===== config.mk =====
export PLATFORM = sky130hd
export DESIGN_NAME = fetch_ctrl
export DESIGN_NICKNAME = d
export VERILOG_FILES = /design/src/rtl/fetch_ctrl.sv
export SDC_FILE = /design/constraint.sdc
export NUM_CORES = 1
export LEC_CHECK = 0
export CAP_MARGIN = 25
export CELL_PAD_IN_SITES_DETAIL_PLACEMENT = 1
export CELL_PAD_IN_SITES_GLOBAL_PLACEMENT = 1
export CORE_MARGIN = 4
export CORE_UTILIZATION = 23
export CTS_BUF_LIST = sky130_fd_sc_hd__clkbuf_8
export CTS_CLUSTER_SIZE = 8
export DETAILED_ROUTE_END_ITERATION = 12
export PLACE_DENSITY_LB_ADDON = 0.1
export SLEW_MARGIN = 20
export SYNTH_ARGS = -nofsm -noshare
export SYNTH_HDL_FRONTEND = slang
export SYNTH_SLANG_ARGS = --single-unit

===== constraint.sdc =====
create_clock -name clk -period 1.5 [get_ports clk]
set_input_delay 0.375 -clock clk [delete_from_list [all_inputs] [get_ports clk]]
set_output_delay 0.375 -clock clk [all_outputs]
set_load 0.02 [all_outputs]

===== src/rtl/fetch_ctrl.sv =====
// Fetch-stage sequencer: PC enable/select, IF/ID write/flush, multi-cycle imem wait states.
// Optional perf counters (stall_cnt, flush_cnt) are built only when FETCH_PERF_CNT_EN is defined.
module fetch_ctrl #(
  parameter int unsigned MEM_LAT = 1,
  parameter int unsigned CNT_W   = 4
) (
  input  logic        clk,
  input  logic        rst,
  input  logic        load_use,
  input  logic        branch_taken,
  input  logic        jump,
  input  logic        halt_req,
  input  logic        resume,
  output logic        pc_write,
  output logic [1:0]  pc_src,
  output logic        ifid_write,
  output logic        ifid_flush,
  output logic        idex_bubble,
  output logic        fetch_done,
  output logic        halted,
  output logic [15:0] stall_cnt,
  output logic [15:0] flush_cnt
);

  typedef enum logic [1:0] {
    S_BOOT,
    S_RUN,
    S_HALT
  } state_t;

  localparam logic [CNT_W-1:0] CNT_LAST = CNT_W'(MEM_LAT - 1);

  state_t           state, state_nxt;
  logic [CNT_W-1:0] cnt, cnt_nxt;

  always_ff @(posedge clk) begin
    if (rst) begin
      state <= S_BOOT;
      cnt   <= '0;
    end else begin
      state <= state_nxt;
      cnt   <= cnt_nxt;
    end
  end

  // Defaults are the boot/reset output values; each S_RUN rule overrides only what differs.
  always_comb begin
    state_nxt   = state;
    cnt_nxt     = cnt;
    pc_write    = 1'b0;
    pc_src      = 2'b00;
    ifid_write  = 1'b0;
    ifid_flush  = 1'b1;
    idex_bubble = 1'b0;
    fetch_done  = 1'b0;
    halted      = 1'b0;
    if (rst) begin
      state_nxt = S_BOOT;
      cnt_nxt   = '0;
    end else begin
      unique case (state)
        S_BOOT: begin
          state_nxt = S_RUN;
          cnt_nxt   = '0;
        end
        S_RUN: begin
          fetch_done = (cnt == CNT_LAST);
          if (load_use) begin
            ifid_flush  = 1'b0;
            idex_bubble = 1'b1;
          end else if (jump || branch_taken) begin
            pc_write   = 1'b1;
            pc_src     = jump ? 2'b10 : 2'b01;
            ifid_write = 1'b1;
            cnt_nxt    = '0;
          end else if (halt_req) begin
            ifid_write = 1'b1;
            state_nxt  = S_HALT;
            cnt_nxt    = '0;
          end else if (cnt != CNT_LAST) begin
            ifid_write = 1'b1;
            cnt_nxt    = cnt + CNT_W'(1);
          end else begin
            pc_write   = 1'b1;
            ifid_write = 1'b1;
            ifid_flush = 1'b0;
            cnt_nxt    = '0;
          end
        end
        S_HALT: begin
          halted     = 1'b1;
          ifid_write = 1'b1;
          if (resume) begin
            state_nxt = S_RUN;
            cnt_nxt   = '0;
          end
        end
        default: begin
          state_nxt = S_BOOT;
          cnt_nxt   = '0;
        end
      endcase
    end
  end

`ifdef FETCH_PERF_CNT_EN
  logic stall_ev;
  logic redirect_ev;

  assign stall_ev    = (state == S_RUN) && !rst &&
                       (load_use || (!jump && !branch_taken && !halt_req && (cnt != CNT_LAST)));
  assign redirect_ev = (state == S_RUN) && !rst && !load_use && (jump || branch_taken);

  always_ff @(posedge clk) begin
    if (rst) begin
      stall_cnt <= '0;
      flush_cnt <= '0;
    end else begin
      if (stall_ev && (stall_cnt != '1))
        stall_cnt <= stall_cnt + 16'd1;
      if (redirect_ev && (flush_cnt != '1))
        flush_cnt <= flush_cnt + 16'd1;
    end
  end
`else
  assign stall_cnt = '0;
  assign flush_cnt = '0;
`endif

endmodule


; After elaboration in Yosys (flattened, before gate mapping)
; Index checks and enable logic that the tools add are counted.
[classes]
n_eq_ne = 6
n_reduce_logical = 6
div = 0
add_sub_neg = 1
order_cmp = 0
n_mux = 38
multipliers = 0
bitwise_logic = 0
n_shift = 0
[op_table]
columns = cell, n
row1 = two-way mux 1 bit, 21
row2 = two-way mux 4 bit, 5
row3 = two-way mux 2 bit, 9
row4 = inequality test 2 bit (second input constant), 4
row5 = case mux 4 bit (2 select lines), 1
row6 = case mux 2 bit (3 select lines), 1
row7 = adder 4 x 1 -> 4 bit (second input constant), 1
row8 = zero test 4 bit, 1
row9 = AND reduction 4 bit, 1
row10 = nonzero test 4 bit, 1
row11 = equality test 2 x 1 -> 1 bit (second input constant), 1
row12 = equality test 2 bit (second input constant), 1
row13 = zero test 2 bit, 1
row14 = case mux 1 bit (2 select lines), 1
row15 = AND reduction 2 bit, 1
row16 = logical OR 1 bit, 1
[totals]
memories = 0
reg_bits = 6
ramBits = 0
word_cells = 53
out_inout_bits = 40
input_bits = 7
mem_bits_ro = 0
latchBits = 0

; Depth between registers and ports, before layout
[depth]
word_depth = 7
ltp_mapped = 5
ltp_nobuf = 5

; Least setup slack after synthesis
; OpenSTA, ideal clock, no wires.
[synth_timing]
kind = register to output
startpoint = reg state[1]
endpoint = out pc_src[0]
stages_incl_launch_ff = 5
n_path_buf = 0
setup_slack_ns = -0.380
arrival_ns = 1.505
t_required_ns = 1.125
path_cell_list = dfxtp_1 -> inv_1 -> ha_1 -> nand2b_1 -> nor4b_1
[synth_between]
elab_chain_len = 3
[synth_rtl]
columns = element, line
row1 = from (decl), 33  ; state_t state, state_nxt;
row2 = from (signal assigned), 41  ; state <= state_nxt;
row3 = equality test 2 x 1 -> 1 bit, 61  ; unique case (state)
row4 = two-way mux 2 bit, 61
row5 = two-way mux 2 bit, 57  ; if (rst) begin
row6 = to (decl), 15  ; output logic [1:0] pc_src,
; No other way between the ends.

; Final worst setup path
[layout_timing]
startpoint = reg cnt[0]
endpoint = out ifid_flush
[layout_between]
elab_chain_len = 7
[layout_rtl]
columns = element, line
row1 = from (decl), 34  ; logic [CNT_W-1:0] cnt, cnt_nxt;
row2 = from (signal assigned), 42  ; cnt <= cnt_nxt;
row3 = nonzero test 4 bit, 80  ; end else if (cnt != CNT_LAST) begin
row4 = two-way mux 1 bit, 80
row5 = two-way mux 1 bit, 76  ; end else if (halt_req) begin
row6 = two-way mux 1 bit, 71  ; end else if (jump || branch_taken) begin
row7 = two-way mux 1 bit, 68  ; if (load_use) begin
row8 = two-way mux 1 bit, 61
row9 = two-way mux 1 bit, 57
row10 = to (decl), 17  ; output logic ifid_flush,
; No other way between the ends.

==> results.md <==
- Status: finished, violations left
- Failing checks: negative setup slack
- Yosys Warn Count: 0
- Crit path launch type: flip-flop
- Clock Sinks: 6
- Vias in the first global route: 723
- GPL Wtd Cong: 0.740
- Syn Area/Cell: 8.00 um^2
- Number of max-cap violations: 0
- Initial Utilization: 24.6%
- Simple-gate share of the synthesized area: 22.5%
- Crit path arrival time: 1.55 ns
- Setup crit end kind: primary output
- Min-Delay Endpoint: cnt[0]
- Num CTS Buffers: 3
- M1 GR Usage: 10.2%
- Delay-heaviest family, CP: simple AND/OR/NAND/NOR gates
- Post-Syn Area: 768 um^2
- Clock buffer depth: 2
- Syn Inst Count: 96
- Synth Area in Compound Gates: 12.1%
- Vias/cell: 3.90
- NumNets Final: 155
- DR WL/cell: 11.7 um
- Skew-Pair Late Insertion Delay: 0.23 ns
- R2r worst-path depth: 7
- Final worst path period share: 128%
- Fmax: 520 MHz
- R2r setup slk: -0.13 ns
- CTS H-Tree Depth: 1
- WP depth: 6
- Initial DRC count: 6
- Post-Synth XOR/XNOR Area: 0%
- Crit Path Class: reg2out
- Post-synthesis mux area share: 2.77%
- # IOs: 47
- Largest net degree at the start of global routing: 14
- Worst path cell trace: inv_2, ha_4, or3b_4, nor4_4, o21bai_2, buf_6
- Yosys reg bits: 6
- Final hold vios: 0
- Total number of vias: 714
- Antenna-violating nets left: 0
- Setup ws final: -0.421 ns
- Layout cells sized above 1: 51.8%
- GRT busiest layer: met2
- Depth of the worst hold-timing path: 2
- Final Setup Violations: 13
- Height of the chip: 65.8 um
- Synth cell types: 32
- Fin util: 41.2%
- GRT met2 Usage: 18.8%
- Crit path largest cell delay: 0.41 ns
- Reg2reg end: state[0]
- Hold Startpoint: cnt[0]
- GR Util met3: 2.72%
- GRT Total Usage: 9.64%
- Initial antenna violation count: 0
- Pleak: 0.578 nW
- Synth Area in Adders: 11.4%
- CP max FO: 4
- Remaining DRCs: 0
- Row count: 20
- Sequential share of the synthesized area: 15.6%
- Critical-path top delay cell: or3b_4
- Final wirelength: 2150 um
- TritonCTS clock tree: done
- Critical Path RT: 1.12 ns
- # diodes: 0
- CTS Hold Bufs: 0
- Root Buffer: clkbuf_8
- Worst Path Buf+Inv: 2
- DIE AREA: 4330 um^2
- First-pass GRT wire length: 3260 um
- Layout Skew: 0.00255 ns
- Minimum clock period: 1.92 ns
- Largest family of logic cells by synthesized area: buffers and inverters
- Worst VDD drop: 467 uV
- Remaining global-route overflow: 0
- Clk slew on worst S/H paths: 0.04 ns
- DRT Pass-1 Iters: 4
- Pwr dens: 1070 nW/um^2
- Chip Width: 65.8 um
- RSZ-0062 raised after global routing: true
- Design Power: 1.38 mW
- Hold/Removal Path Class: reg2reg
- Core Region: 3130 um^2
- Final Max Tran Viols: 0
- PortBufs: 14
- Post-DP HPWL: 1590 um
- Synth-to-Final Area Change: 67.8%
- Worst reg2reg path startpoint: state[0]
==> through the flow <==
stage	setup WS (ns)	std cells	setup TNS [ns]	area (um^2)	hold slack [ns]
final	-0.421	183	-2.13	1290	0.543
after global routing	-0.497	183	-3.17	1290	0.577
after global placement	-0.838	172	-9.06	1020	0.560
after floorplan	-0.102	127	-0.333	920	0.462
after CTS	-0.423	179	-1.92	1180	0.554
after detailed placement	-0.836	172	-8.92	1020	0.552
==> registers in the layout, indices dropped and copies added, names as in the netlist <==
signal  count
cnt         4
state       2
==> placed cells by master, fill, tap and decap left out, types with 2 or more instances in the layout <==
| master | n |
|---|---|
| buf_6 | 12 |
| nor4b_4 | 2 |
| buf_2 | 2 |
| ha_4 | 3 |
| buf_4 | 23 |
| dlygate4sd2_1 | 2 |
| nand4_1 | 2 |
| nor2_4 | 3 |
| ha_1 | 4 |
| dfxtp_1 | 3 |
| dfxtp_2 | 3 |
| o32ai_1 | 2 |
| nor2b_4 | 2 |
| nor2_1 | 2 |
| clkbuf_8 | 3 |
| conb_1 | 32 |
| a211oi_2 | 2 |
| inv_1 | 2 |
| nand2b_1 | 4 |
| inv_2 | 4 |
==> cell usage after synthesis (all sizes together) <==
library cell,instances,share of area (%)
buf,32,31
ha,7,11
inv,7,3.4
dfxtp,6,16
nor2,6,2.9
nand2b,5,4.1
a211oi,3,3.6
a21oi,2,1.3
and2,2,1.6
nand4,2,1.6
nor2b,2,1.6
nor4b,2,3.1
o32ai,2,2.3
or3b,2,2.3
a211o,1,1.1
clkbuf,1,0.49
conb,1,0.49
mux2,1,1.5
mux2i,1,1.3
nand2,1,0.49
nand3,1,0.65
nor3,1,0.65
nor3b,1,0.98
nor4,1,0.81
o21ai,1,0.65
o21bai,1,0.98
o31a,1,1.1
o31ai,1,0.98
or2,1,0.81
or3,1,0.81
==> final cells by class <==
type                    count  area [um^2]
fillers                   366         1840
multi-input cells          81          664
repair buffers             42          375
flip-flops and latches      6          124
well taps                  44         55.1
clock buffers               3         41.3
inverters                   7         28.8
==> worst register-to-register path: stages, from the launching register on <==
cell      delay (ns)
dfxtp_2         0.34
buf_6           0.11
inv_4           0.04
ha_4            0.17
buf_6           0.12
nor2b_4         0.13
a211oi_4        0.29
mux2_4          0.33
==> power breakdown <==
part	leakage [nW]	internal, mW	total [mW]	switching [mW]
sequential	0.0499	0.185	0.202	0.0166
clock	0.0216	0.173	0.250	0.0770
combinational	0.506	0.489	0.927	0.438
==> metal layers <==
layer / vias to the layer above / wire, um
met4: 0 / 22
met3: 4 / 173
met1: 338 / 760
met2: 30 / 1190
met5: - / 0
li1: 342 / -
==> worst max path at each step <==
stage / start / end / slack (ns)
final: cnt[0] / ifid_flush / -0.42
after global routing: cnt[0] / ifid_flush / -0.50
after CTS: cnt[0] / ifid_flush / -0.42
after floorplan: cnt[0] / pc_write / -0.10
after detailed placement: rst / pc_src[1] / -0.84
after global placement: rst / pc_write / -0.84
==> logic make-up after synthesis <==
kind of cell    Yosys count
buf+inv                  40
compound gates           12
flops                     6
fa+ha+maj                 7
other cells               1
mux                       2
simple gates             28
==> what timing repair did <==
| action | CTS | global route |
|---|---|---|
| pin swaps | 4 | 7 |
| setup buffers | 4 | 4 |
| setup endpoints to repair | 14 | 14 |
| gates resized for setup | 83 | 17 |
No activity file was read; power rests on OpenSTA's default activity.
==> variant 1, RTL diff (same settings) <==
The 3 states of `state_t` get a one-hot encoding in 3 bits.
--- a/src/rtl/fetch_ctrl.sv
+++ b/src/rtl/fetch_ctrl.sv
@@ -22,10 +22,10 @@
   output logic [15:0] flush_cnt
 );
 
-  typedef enum logic [1:0] {
-    S_BOOT,
-    S_RUN,
-    S_HALT
+  typedef enum logic [2:0] {
+    S_BOOT = 3'b001,
+    S_RUN  = 3'b010,
+    S_HALT = 3'b100
   } state_t;
 
   localparam logic [CNT_W-1:0] CNT_LAST = CNT_W'(MEM_LAT - 1);
Behaviour: same outputs for any inputs over 10 cycles, from zero or initial values and one cycle with rst high; not proved beyond that.
==> variant 1 against the original RTL <==
- the flow still finishes with violations (setup timing)
- via count increased by 2.7%
- worst setup slack got worse by 0.14 ns
- area after synthesis decreased by 2.9%
- total power is 32% lower
- sequential cell count up 1
- sequential share of layout area up 1.7 points
- final area is 0.29% lower
- routed wire length is 6.3% higher
- die area shrank 2.6%
==> variant 1: results (changes against the original RTL) <==
\begin{tabular}{lr}
\hline
Metric & Value \\
\hline
\multicolumn{2}{l}{\textbf{Global route}} \\
\quad Pin count of the biggest net entering global routing & 12 (-2) \\
\quad First-pass GRT wire length & 3325 µm (+1.9\%) \\
\quad Number of global-route vias before repair & 717 (-0.83\%) \\
\quad Total GRT Usage & 10.26\% (+0.62 points) \\
\quad Initial antenna violation count & 0 (unchanged) \\
\multicolumn{2}{l}{\textbf{Final layout}} \\
\quad Largest registers & cnt x4, state x3 \\
\quad Share of post-route cells with drive strength above 1 & 53.10\% (+1.3 points) \\
\quad Final cell count without fillers & 189 (+3.3\%) \\
\multicolumn{2}{l}{\textbf{Placed design}} \\
\quad Post-placement cell count & 166 (-3.5\%) \\
\quad Final RePlAce weighted congestion & 0.7012 (-5.2\%) \\
\quad Detailed Place HPWL & 1527 µm (-4.2\%) \\
\multicolumn{2}{l}{\textbf{Timing}} \\
\quad Aggregate negative setup slack & -5.076 ns (-2.943 ns) \\
\quad Post-route worst setup slack & -0.5595 ns (-0.1383 ns) \\
\quad Worst Clk Skew & 0.002226 ns (-0.0003249 ns) \\
\quad Total of endpoints with negative setup slack in the final report & 13 (unchanged) \\
\multicolumn{2}{l}{\textbf{Logic synthesis}} \\
\quad Cell types with the largest area share after synthesis & buf\_4 33\%, dfxtp\_1 19\%, nor3b\_1 4.0\% \\
\quad Distinct cells, synth & 28 (-13\%) \\
\quad Syn. warnings & 0 (unchanged) \\
\quad Post-synth top cells & 33 x buf\_4, 7 x dfxtp\_1, 6 x nor2\_1 \\
\quad Share of the yosys chip area belonging to registers & 18.79\% (+3.2 points) \\
\quad Library cell occupying the most area in the post-synthesis netlist & buf\_4 \\
\quad Top FF cell, synth & dfxtp\_1 \\
\multicolumn{2}{l}{\textbf{Detailed routing}} \\
\quad Routed via count & 733 (+2.7\%) \\
\quad First-iteration detailed-routing DRC count & 12 (+6) \\
\quad TritonRoute pass-1 iters & 3 (-1) \\
\quad Average detailed-routed wire length per instance & 12.08 µm (+3.0\%) \\
\multicolumn{2}{l}{\textbf{Critical path}} \\
\quad Data arrival time of the worst path & 1.68 ns (+0.13 ns) \\
\quad Largest driver fanout on the critical path & 4 (unchanged) \\
\multicolumn{2}{l}{\textbf{Clocking}} \\
\quad Buffers from clock root to sink, at most & 2 (unchanged) \\
\quad Register clock-pin slew on the reported worst setup and hold paths & 0.04 ns (about the same) \\
\quad Source-to-sink clock delay at the later pin of the worst-skew pair & 0.23 ns (about the same) \\
\quad Clock H-tree levels & 1 (unchanged) \\
\quad Num CTS Buffers & 3 (unchanged) \\
\multicolumn{2}{l}{\textbf{Min path}} \\
\quad Tightest Hold Check Type & reg2reg \\
\multicolumn{2}{l}{\textbf{Run status}} \\
\quad Result of the run & complete, but fails checks \\
\quad Violations in the final reports & setup timing \\
\multicolumn{2}{l}{\textbf{Power and ir drop}} \\
\quad Leakage component of the power & 0.5806 nW (+0.54\%) \\
\quad Worst VDD drop & 0.2041 mV (-56\%) \\
\hline
\end{tabular}
variant 1: cell types whose count changed in the layout (fill, tap and decap cells not counted), sizes merged, moves of 4 or more:
cell	before	now
o21ai	1	5
nand2b	5	1
ha	7	2
buf	38	43
variant 1: stage by stage:
step / util [%] / area [µm²] / setup WS (ns) / total power, mW
3_3_place_gp: 31.22 / 960.9 / -0.9349 / 0.5338
5_1_grt: 41.75 / 1285 / -0.6255 / 1.008
2_1_floorplan: - / 912.1 / -0.4454 / 0.5099
4_1_cts: 37.44 / 1152 / -0.5690 / 0.8547
6_report: 41.75 / 1285 / -0.5595 / 0.9415
3_5_place_dp: 31.22 / 960.9 / -0.9399 / 0.5351
variant 1: worst paths after layout:
| path | from | endpoint | slack, ns | depth (start not counted) |
|---|---|---|---|---|
| setup / recovery | state[1] | pc_src[0] | -0.56 | 4 |
| hold / removal | cnt[3] | cnt[3] | 0.53 | 2 |
| setup reg to reg | state[1] | cnt[3] | -0.42 | 8 |
| hold reg to reg | cnt[3] | cnt[3] | 0.53 | 2 |
variant 1: report_power, final:
part           internal, mW  switching [mW]
registers             0.207         0.00940
logic                 0.216           0.248
clock network         0.177          0.0840
variant 1: cells by family (layout without fill, tap and decap cells):
| group | after synthesis | in the layout | share of synthesized area, % |
|---|---|---|---|
| AOI/OAI and AO/OA | 12 | 12 | 8.725 |
| DFF | 7 | 7 | 18.79 |
| adders and majority gates | 2 | 2 | 3.355 |
| muxes | 1 | 1 | 1.342 |
| and+or+nand+nor | 33 | 33 | 28.86 |
| xor gates and xnor gates | 1 | 1 | 1.175 |
| other | 1 | 32 | 0.5029 |
| buffers and inverters | 39 | 57 | 37.25 |
variant 1: worst max-delay path, cell delays in order (launching register included):
cell and delay (ns):
dfxtp_2 0.32, or3b_4 0.38, or3_4 0.43, nor3b_4 0.19
buf_6 0.14
variant 1: timing repair:
action / in CTS / in global routing
pin swaps: 13 / 10
resized for setup: 72 / 14
hold endpoints to repair: 0 / 0
setup buffers: 12 / 10
cloned: 0 / 0
endpoints found under the setup margin: 13 / 13
variant 1: cell type report:
class                   count  area, µm²
clock buffers               3      41.29
well taps                  44      55.05
flip-flops and latches      7      145.1
fillers                   374       1793
multi-input cells          81      596.8
repair buffers             49      427.9
clock inverters             1      3.754
inverters                   4      15.01
variant 1: metal layers:
metal	part of all wire [%]	wire length, µm	global-route usage [%]	vias to the layer above
met5	0	0	0	-
met1	36	827	10.86	348
met3	7.3	167	3.466	2
met2	55	1266	18.90	27
met4	1.0	23	3.166	0
li1	-	-	-	356
==> variant 2, RTL diff (same settings) <==
Made on the original files. Build with the macro `FETCH_PERF_CNT_EN` defined.
--- a/src/rtl/fetch_ctrl.sv
+++ b/src/rtl/fetch_ctrl.sv
@@ -1,5 +1,7 @@
 // Fetch-stage sequencer: PC enable/select, IF/ID write/flush, multi-cycle imem wait states.
 // Optional perf counters (stall_cnt, flush_cnt) are built only when FETCH_PERF_CNT_EN is defined.
+`define FETCH_PERF_CNT_EN
+
 module fetch_ctrl #(
   parameter int unsigned MEM_LAT = 1,
   parameter int unsigned CNT_W   = 4
Check against the original RTL: not equivalent (a bounded check fails within 4 cycles, from zero or initial values and one cycle with rst high).
==> variant 2 against the original RTL <==
- the run still ends with setup timing left
- core utilization up 4.1 points
- critical path depth unchanged
- combinational power up 18%
- count of clock-buffer cells in the layout grew 2
- worst setup slack better by 0.040 ns
- area after synthesis rose to 2.9 times the old value
- sequential cell count rose by 32
- first-iteration DRC count increased to 9.0 times the old value
- final area increased to 3.2 times the old value
- die area increased to 2.6 times the old value
- routed wire length rose to 3.6 times the old value
- non-clock buffer count rose by 108
- global-route usage rose by 4.4 points
- total power rose by 120%
- critical endpoint is now flush_cnt[9]
- largest power group is now registers
==> variant 2: results (changes against the original RTL) <==
\begin{tabular}{lr}
\hline
Metric & Value \\
\hline
\multicolumn{2}{l}{\textbf{Critical path}} \\
\quad Worst setup startpoint & load\_use \\
\quad FF-to-FF setup slack & -0.36 ns (-0.23 ns) \\
\quad Slowest stage cell on the critical path & or4\_1 \\
\quad Kind of capture point of the worst setup path & flop \\
\multicolumn{2}{l}{\textbf{Detailed routing}} \\
\quad WL met1 & 3626 µm (+380\%) \\
\quad Drt via density & 4.857 (+24\%) \\
\quad Wire length on met2 & 3920 µm (+230\%) \\
\quad Routed via count & 2,545 (+260\%) \\
\quad Routed met3 length & 231 µm (+34\%) \\
\multicolumn{2}{l}{\textbf{Global route}} \\
\quad Met3 usage & 2.633\% (-0.088 points) \\
\quad First-pass GRT wire length & 12,970 µm (+300\%) \\
\quad Pin count of the biggest net entering global routing & 23 (+9) \\
\quad Number of global-route vias before repair & 2,660 (+270\%) \\
\quad Total GRT Usage & 14.00\% (+4.4 points) \\
\multicolumn{2}{l}{\textbf{Timing}} \\
\quad Post-route worst setup slack & -0.3813 ns (+0.03991 ns) \\
\quad Worst Hold Slack & 0.5112 ns (-0.03207 ns) \\
\quad Total of endpoints with negative setup slack in the final report & 40 (+27) \\
\multicolumn{2}{l}{\textbf{Logic synthesis}} \\
\quad Library cell occupying the most area in the post-synthesis netlist & dfxtp\_1 \\
\quad Share of the synthesized netlist area taken by xor and xnor gates & 0.8000\% (+0.80 points) \\
\quad Fraction of the mapped netlist area in compound gates & 20.34\% (+8.3 points) \\
\quad Share of the yosys chip area belonging to registers & 34.74\% (+19 points) \\
\quad Post-synth top cells & 38 x dfxtp\_1, 20 x a21oi\_1, 14 x nand2\_1 \\
\multicolumn{2}{l}{\textbf{Clocking}} \\
\quad Register clock-pin slew on the reported worst setup and hold paths & 0.09 ns (+0.05 ns) \\
\quad Source-to-sink clock delay at the later pin of the worst-skew pair & 0.30 ns (+0.07 ns) \\
\quad Num CTS Buffers & 5 (+2) \\
\multicolumn{2}{l}{\textbf{Run status}} \\
\quad Violations in the final reports & setup timing \\
\quad Result of the run & complete, but fails checks \\
\multicolumn{2}{l}{\textbf{Final layout}} \\
\quad Number of nets in the finished design & 409 (+160\%) \\
\multicolumn{2}{l}{\textbf{Placed design}} \\
\quad Detailed Place HPWL & 5776 µm (+260\%) \\
\hline
\end{tabular}
## variant 2: cell count changes after synthesis, moves of 7 or more
cell	unedited run	this run
nand2_1	1	14
or4_1	0	11
nand4_1	2	10
o311ai_0	0	7
buf_4	32	3
o31ai_1	1	10
nor2b_1	2	10
dfxtp_1	6	38
o211ai_1	0	7
a21oi_1	2	20
nand3_1	1	11
## variant 2: report_power, final
part	internal (mW)	switching [mW]	total, mW	leakage (nW)
registers	1.05	0.0405	1.09	0.325
clock network	0.485	0.383	0.868	0.0607
logic	0.571	0.516	1.09	1.35
## variant 2: final cells by class
| cell class | count | area (µm²) |
|---|---|---|
| Fill cell | 1064 | 5056 |
| Multi-Input combinational cell | 191 | 1778 |
| Timing Repair Buffer | 150 | 1286 |
| Sequential cell | 38 | 819.5 |
| Tap cell | 129 | 161.4 |
| Clock buffer | 5 | 68.82 |
| Clock inverter | 3 | 37.54 |
| Inverter | 8 | 32.53 |
